==> config.mk <==
export PLATFORM = sky130hd
export DESIGN_NAME = alu32_registered
export DESIGN_NICKNAME = d
export VERILOG_FILES = /design/src/rtl/alu_pkg.sv /design/src/rtl/alu_bit_slice.sv /design/src/rtl/alu32_registered.sv
export SDC_FILE = /design/constraint.sdc
export NUM_CORES = 1
export LEC_CHECK = 0
export ABC_CLOCK_PERIOD_IN_PS = 830
export CORE_ASPECT_RATIO = 1.4
export CORE_MARGIN = 2
export CORE_UTILIZATION = 53
export DETAILED_ROUTE_END_ITERATION = 7
export PLACE_DENSITY = 0.82
export SYNTH_ARGS = -nofsm -noshare
export SYNTH_HDL_FRONTEND = slang
export SYNTH_SLANG_ARGS = --single-unit
==> constraint.sdc <==
create_clock -name clk -period 0.83 [get_ports clk]
set_input_delay 0.083 -clock clk [delete_from_list [all_inputs] [get_ports clk]]
set_output_delay 0.083 -clock clk [all_outputs]
set_load 0.05 [all_outputs]
==> src/rtl/alu_pkg.sv <==
// Shared opcode encodings for the registered 32-bit ALU.
package alu_pkg;

    // Opcode class, carried in S[3:2]
    localparam logic [1:0] ALU_ARITH = 2'b00;
    localparam logic [1:0] ALU_LOGIC = 2'b01;
    localparam logic [1:0] ALU_SHR   = 2'b10;
    localparam logic [1:0] ALU_SHL   = 2'b11;

    // Arithmetic sub-op, carried in S[1:0]; selects the Y addend
    localparam logic [1:0] ALU_TFR   = 2'b00;
    localparam logic [1:0] ALU_ADD   = 2'b01;
    localparam logic [1:0] ALU_SUBB  = 2'b10;
    localparam logic [1:0] ALU_DEC   = 2'b11;

    // Logic sub-op, carried in S[1:0]
    localparam logic [1:0] ALU_AND   = 2'b00;
    localparam logic [1:0] ALU_OR    = 2'b01;
    localparam logic [1:0] ALU_XOR   = 2'b10;
    localparam logic [1:0] ALU_NOT   = 2'b11;

endpackage

==> src/rtl/alu_bit_slice.sv <==
// One bit of the ALU: full adder with Y select, bitwise logic and shift mux.
module alu_bit_slice
    import alu_pkg::*;
(
    input  logic       a_i,
    input  logic       b_i,
    input  logic       c_i,
    input  logic       left_i,
    input  logic       right_i,
    input  logic [3:0] s,
    output logic       f_i,
    output logic       c_o
);

    logic y;

    // Select the adder's second operand, then form sum/carry and the result mux
    always_comb begin
        y   = 1'b0;
        f_i = 1'b0;
        unique case (s[1:0])
            ALU_TFR:  y = 1'b0;
            ALU_ADD:  y = b_i;
            ALU_SUBB: y = ~b_i;
            ALU_DEC:  y = 1'b1;
            default:  y = 1'b0;
        endcase

        // Carry ripples for every op; the top gates COUT for non-arithmetic classes
        c_o = (a_i & y) | (c_i & (a_i ^ y));

        unique case (s[3:2])
            ALU_ARITH: f_i = a_i ^ y ^ c_i;
            ALU_LOGIC: begin
                unique case (s[1:0])
                    ALU_AND: f_i = a_i & b_i;
                    ALU_OR:  f_i = a_i | b_i;
                    ALU_XOR: f_i = a_i ^ b_i;
                    ALU_NOT: f_i = ~a_i;
                    default: f_i = 1'b0;
                endcase
            end
            ALU_SHR:   f_i = left_i;
            ALU_SHL:   f_i = right_i;
            default:   f_i = 1'b0;
        endcase
    end

endmodule

==> src/rtl/alu32_registered.sv <==
// 32-bit bit-sliced ripple-carry ALU with a single output register stage.
module alu32_registered
    import alu_pkg::*;
#(
    parameter int unsigned WIDTH = 32
) (
    input  logic             clk,
    input  logic             rst_n,
    input  logic [WIDTH-1:0] A,
    input  logic [WIDTH-1:0] B,
    input  logic             CIN,
    input  logic             DL,
    input  logic             DR,
    input  logic [3:0]       S,
    output logic [WIDTH-1:0] F,
    output logic             COUT
);

    logic [WIDTH:0]   carry;
    logic [WIDTH-1:0] f_c;
    logic             cout_c;

    assign carry[0] = CIN;
    assign cout_c   = (S[3:2] == ALU_ARITH) & carry[WIDTH];

    // Slice array: MSB takes DL as its left neighbour, LSB takes DR as its right
    for (genvar i = 0; i < int'(WIDTH); i++) begin : g_slice
        logic left_bit;
        logic right_bit;

        if (i == int'(WIDTH) - 1) begin : g_msb
            assign left_bit = DL;
        end else begin : g_mid_l
            assign left_bit = A[i+1];
        end

        if (i == 0) begin : g_lsb
            assign right_bit = DR;
        end else begin : g_mid_r
            assign right_bit = A[i-1];
        end

        alu_bit_slice u_slice (
            .a_i     (A[i]),
            .b_i     (B[i]),
            .c_i     (carry[i]),
            .left_i  (left_bit),
            .right_i (right_bit),
            .s       (S),
            .f_i     (f_c[i]),
            .c_o     (carry[i+1])
        );
    end

    // Output register; async reset clears result and carry immediately
    always_ff @(posedge clk or negedge rst_n) begin
        if (!rst_n) begin
            F    <= '0;
            COUT <= 1'b0;
        end else begin
            F    <= f_c;
            COUT <= cout_c;
        end
    end

endmodule

## Word level (Yosys, flattened, before mapping)

Cells that the tools add are included.

- Register bits after elaboration: 33
- Bits of input ports: 73
- Output and inout bits: 33

- Equal/unequal tests: 6
- Muxes and demuxes: 96
- Bitwise logic cells: 321
- Reduce and logical (&&, ||, !) cells: 2

Operators by type and width:

| cell | count |
|---|---|
| 1-bit one-hot mux with 4 select lines | 96 |
| 1-bit AND | 97 |
| 1-bit XOR | 96 |
| 1-bit NOT | 64 |
| 1-bit OR | 64 |
| 2-bit equality test (second input constant) | 4 |
| 2-bit by 1-bit equality test with 1-bit output (second input constant) | 2 |
| 2-bit logical NOT | 2 |

## Longest topological paths before layout

- Depth in word-level cells: 68
- Mapped depth: 41

## Hierarchy

A second synthesis with hierarchy kept.

- Cells, all modules: 322
- Area total of the unflattened synthesis: 4441.8 um2

Modules (own cells, without submodules):

| module | times used | cells an instance | area each (um2) | seq. area each (um2) |
|---|---|---|---|---|
| alu_bit_slice | 32 | 9 | 112.6 | 0.0 |
| alu32_registered | 1 | 34 | 838.3 | 825.8 |

## Worst setup path after synthesis

No wires, ideal clock.

- Kind: input port to flip-flop
- From: in S[0]
- To: reg F[31]
- Data arrival time: 13192 ps
- Slack: -12502 ps
- Cell stages on the path: 41
- Path buffers: 3
- Path through: buf_6 clkbuf_1 clkbuf_1 mux2_2 fa_1 fa_1 fa_1 fa_1 fa_1 fa_1 fa_1 fa_1 fa_1 fa_1 fa_1 fa_1 fa_1 fa_1 [5 not listed] fa_1 fa_1 fa_1 fa_1 fa_1 fa_1 fa_1 fa_1 fa_1 inv_1 fa_1 inv_1 fa_1 fa_1 fa_1 nor2b_1 a211oi_1 a41oi_1

- Word-level cells in the longest chain between the ends: 67
- Elaborated cells on any way between the ends: 164
- Classes of those cells: 3 x eq/ne; 34 x mux; 126 x bitwise; 1 x reduce/logical

Ends and longest elaborated chain:

| element | RTL line | text |
|---|---|---|
| start: declaration | alu32_registered.sv:14 | `input logic [3:0] S,` |
| 2-bit equality test, or another cell as far along | alu_bit_slice.sv:21, alu_bit_slice.sv:35 |  |
| 1-bit one-hot mux with 4 select lines | alu_bit_slice.sv:21 | `unique case (s[1:0])` |
| 1-bit XOR | alu_bit_slice.sv:30 | `c_o = (a_i & y) \| (c_i & (a_i ^ y));` |
| 1-bit AND | alu_bit_slice.sv:30 |  |
| 1-bit OR | alu_bit_slice.sv:30 |  |
| 1-bit AND | alu_bit_slice.sv:30 |  |
| 1-bit OR | alu_bit_slice.sv:30 |  |
| 1-bit AND | alu_bit_slice.sv:30 |  |
| [52 not listed] | n/a |  |
| 1-bit OR | alu_bit_slice.sv:30 |  |
| 1-bit AND | alu_bit_slice.sv:30 |  |
| 1-bit OR | alu_bit_slice.sv:30 |  |
| 1-bit AND | alu_bit_slice.sv:30 |  |
| 1-bit OR | alu_bit_slice.sv:30 |  |
| 1-bit XOR | alu_bit_slice.sv:33 | `ALU_ARITH: f_i = a_i ^ y ^ c_i;` |
| 1-bit one-hot mux with 4 select lines * | alu_bit_slice.sv:32 | `unique case (s[3:2])` |
| net g_slice[31].u_slice.f_i | alu_bit_slice.sv:11 | `output logic f_i,` |
| end signal: assignment | alu32_registered.sv:58 | `F <= '0;` |
| end signal: assignment | alu32_registered.sv:61 | `F <= f_c;` |
| end: declaration | alu32_registered.sv:15 | `output logic [WIDTH-1:0] F,` |

Mark *: on every way through the listed nets, which the timed path passes. The rest lies on a longest branch.

## Worst setup path after layout

- From: in B[0]
- To: reg F[31]

- Word-level cells in the longest chain between the ends: 67
- Elaborated cells on any way between the ends: 68
- Classes of those cells: 2 x mux; 66 x bitwise

Ends and longest elaborated chain:

| element | RTL line | text |
|---|---|---|
| start: declaration | alu32_registered.sv:10 | `input logic [WIDTH-1:0] B,` |
| 1-bit NOT | alu_bit_slice.sv:24 | `ALU_SUBB: y = ~b_i;` |
| 1-bit one-hot mux with 4 select lines * | alu_bit_slice.sv:21 |  |
| 1-bit XOR | alu_bit_slice.sv:30 |  |
| 1-bit AND | alu_bit_slice.sv:30 |  |
| 1-bit OR * | alu_bit_slice.sv:30 |  |
| 1-bit AND * | alu_bit_slice.sv:30 |  |
| 1-bit OR * | alu_bit_slice.sv:30 |  |
| 1-bit AND * | alu_bit_slice.sv:30 |  |
| [52 not listed] | n/a |  |
| 1-bit OR * | alu_bit_slice.sv:30 |  |
| 1-bit AND * | alu_bit_slice.sv:30 |  |
| 1-bit OR * | alu_bit_slice.sv:30 |  |
| 1-bit AND * | alu_bit_slice.sv:30 |  |
| 1-bit OR * | alu_bit_slice.sv:30 |  |
| 1-bit XOR * | alu_bit_slice.sv:33 |  |
| 1-bit one-hot mux with 4 select lines * | alu_bit_slice.sv:32 |  |
| net g_slice[31].u_slice.f_i | alu_bit_slice.sv:11 |  |

Marked as above.

==> impl_metrics.tcl <==
set metrics [dict create \
    cts_max_path_buffers 2 \
    setup_ws_ns -11.07 \
    synth_top_area_share 0.174 \
    cts_tree "done" \
    crit_fanout 2 \
    nets 838 \
    min_path_type "in2reg" \
    routedWlPerCell_um 17.7 \
    syn_inst 522 \
    fmax_mhz 84.0 \
    finalSetupTns_ns -194.81 \
    initial_core_util 0.549 \
    crit_type "in2reg" \
    cts.sinks 33 \
    hold_viol 0 \
    grt_antenna_before_repair 0 \
    yosysTopAreaCell "dfrtp_1" \
    cts-htree-levels 2 \
    start_kind "input pin" \
    maxCapViolCount 0 \
    layout-drive-gt1-share 0.299 \
    hp-start "A[0]" \
    place_congestion 0.846 \
    synth_seq_cells 33 \
    max-slew-margin-rel 0.504 \
    peakVddDrop_uv 955 \
    status "finished with violations" \
    synth_warnings 0 \
    path_clk_slew_ns 0.06 \
    grt_pass1_vias 4864 \
    groute.layer.met1.usage 0.287 \
    violations "setup timing" \
    grt.met2_usage 0.554 \
    cts-root-buf "clkbuf_16" \
    synthTopCellsByArea "dfrtp_1 (17%), ha_1 (17%), fa_1 (13%)" \
    mostFrequentLayoutCells "buf_4 (69), inv_1 (64), ha_1 (64)" \
    tightest_slew_ns 0.744 \
    worstPathArrival_ns 12.10 \
    max_stage_delay_ns 0.53 \
    period_share 14.3 \
    grt_max_degree 89 \
    synth.distinct_cells 25 \
    via_per_inst 5.80 \
    die_width_um 84.0 \
    seqCellArea_um2 826 \
    hold_path_depth 3 \
    drtIter0Drc 274 \
    cts_buffers 5 \
    dieArea_um2 9750 \
    grt.busiest_layer "met2" \
    grt_pass1_wl_um 22100 \
    pin_count 106 \
    endpoint_kind "flop" \
    fin_util 0.811 \
    cellLeakagePower_nw 3.20 \
    gr-total-overflow 0 \
    syn_avg_cell_area_um2 9.11 \
    final_common_cell "buf_4" \
    grtUsageTotal 0.282 \
    multiInputGateArea_um2 3610 \
    drcViolationCount 0 \
    area_growth_pct 47.8 \
    powerDensity_nw_per_um2 1260 \
    rows 40 \
    setup_violations 66 \
    routed_wl_um 13700 \
    antenna_cells 0 \
    slowest_stage "fa_2" \
    required_ns 1.04 \
    antenna_left 0 \
    ys_seq_area_frac 0.174 \
    fin_cells 775 \
    use_met3 0.0434 \
    dieHeight_um 116 \
    syn_nets 691 \
    crit_top_cell "fa_2" \
    io_buffers 105 \
    rsz0062_at_grt "true" \
    slew_violations 0 \
    holdPathEnd "F[1]$_DFF_PN0_" \
    synth_area_um2 4750 \
    vias 4494 \
    post-place-cells 764 \
    hpwl_um 9930 \
    fillCellCount 512 \
    drt-pass1-iter-count 4 \
    fin_crit_ns 11.90 \
    coreArea_um2 8660 \
]
## cell type report
class / instances / area share
Clock inverter: 1 / 0.000713
Clock buffer: 7 / 0.0217
Inverter: 69 / 0.0369
Tap cell: 105 / 0.0187
Multi-Input combinational cell: 379 / 0.514
Sequential cell: 33 / 0.118
Timing Repair Buffer: 181 / 0.291
## sequential cells by signal (all words and copies together), names as in the netlist
register  flops
F            32
COUT          1
## critical path, delay by kind of cell
kind	cells	cell delay, ns
and+or+nand+nor	1	0.12
muxes	1	0.29
adders and majority gates	32	11.22
buffers and inverters	3	0.20
AOI/OAI and AO/OA	2	0.22
## cell families after synthesis
family | count (synthesis) | share of synthesized area
fa+ha+maj | 96 | 0.303
simple gates | 100 | 0.115
mux | 62 | 0.149
compound gates | 121 | 0.167
buf+inv | 110 | 0.0913
flops | 33 | 0.174
## cells in the mapped netlist
| library cell | number |
|---|---|
| nor2b_1 | 65 |
| nor2_1 | 1 |
| mux2_2 | 31 |
| dfrtp_1 | 33 |
| buf_6 | 1 |
| inv_1 | 69 |
| nand2_1 | 31 |
| and3_1 | 1 |
| a31oi_1 | 1 |
| nand2b_1 | 1 |
| clkbuf_1 | 27 |
| a32oi_1 | 27 |
| a41oi_1 | 2 |
| mux4_2 | 4 |
| o211ai_1 | 29 |
| nor3b_1 | 1 |
| fa_1 | 32 |
| mux2i_1 | 27 |
| ha_1 | 64 |
| a21oi_1 | 28 |
| buf_1 | 2 |
| o21a_1 | 1 |
| buf_2 | 11 |
| a211oi_1 | 2 |
| o21ai_0 | 31 |
## how the worst max path moves through the flow
stage                     startpoint              end  slack, ns  cells after the start
final                           B[0]  F[31]$_DFF_PN0_     -11.07                     39
after global routing            B[0]  F[31]$_DFF_PN0_     -11.23                     39
after CTS                       B[0]  F[31]$_DFF_PN0_     -11.04                     39
after detailed placement        S[1]  F[31]$_DFF_PN0_     -11.79                     39
after global placement          S[1]  F[31]$_DFF_PN0_     -11.64                     39
after floorplan                 S[0]  F[31]$_DFF_PN0_     -11.20                     41
## layer usage
layer / wire [um] / share of wire
met5: 0 / 0
met4: 456 / 0.033
met3: 596 / 0.043
met2: 7760 / 0.57
met1: 4920 / 0.36
## what timing repair did
action / 4_1_cts / 5_1_grt
setup buffers: 0 / 0
hold endpoints to repair: 33 / 0
pin swaps: 4 / 3
hold buffers: 1 / 0
resized for setup: 32 / 6
endpoints found under the setup margin: 66 / 66
cloned: 2 / 0
## through the flow
stage	area, um2	hold WS (ns)	total power [mW]	setup WS, ns
final	7020	0.229	8.82	-11.07
after global routing	7020	0.241	9.26	-11.23
after CTS	7000	0.223	8.80	-11.04
after detailed placement	6740	0.0647	6.62	-11.79
after global placement	6740	0.0602	6.42	-11.64
after floorplan	4860	-0.213	4.30	-11.20
## power breakdown
| group | total [mW] | switching (mW) | internal [mW] | leakage [nW] |
|---|---|---|---|---|
| clock | 2.09 | 0.817 | 1.27 | 0.0799 |
| combinational | 4.69 | 2.31 | 2.38 | 2.74 |
| sequential | 2.04 | 0.203 | 1.83 | 0.381 |
| total | 8.82 | 3.33 | 5.48 | 3.20 |
(Power assumes the default switching activity.)
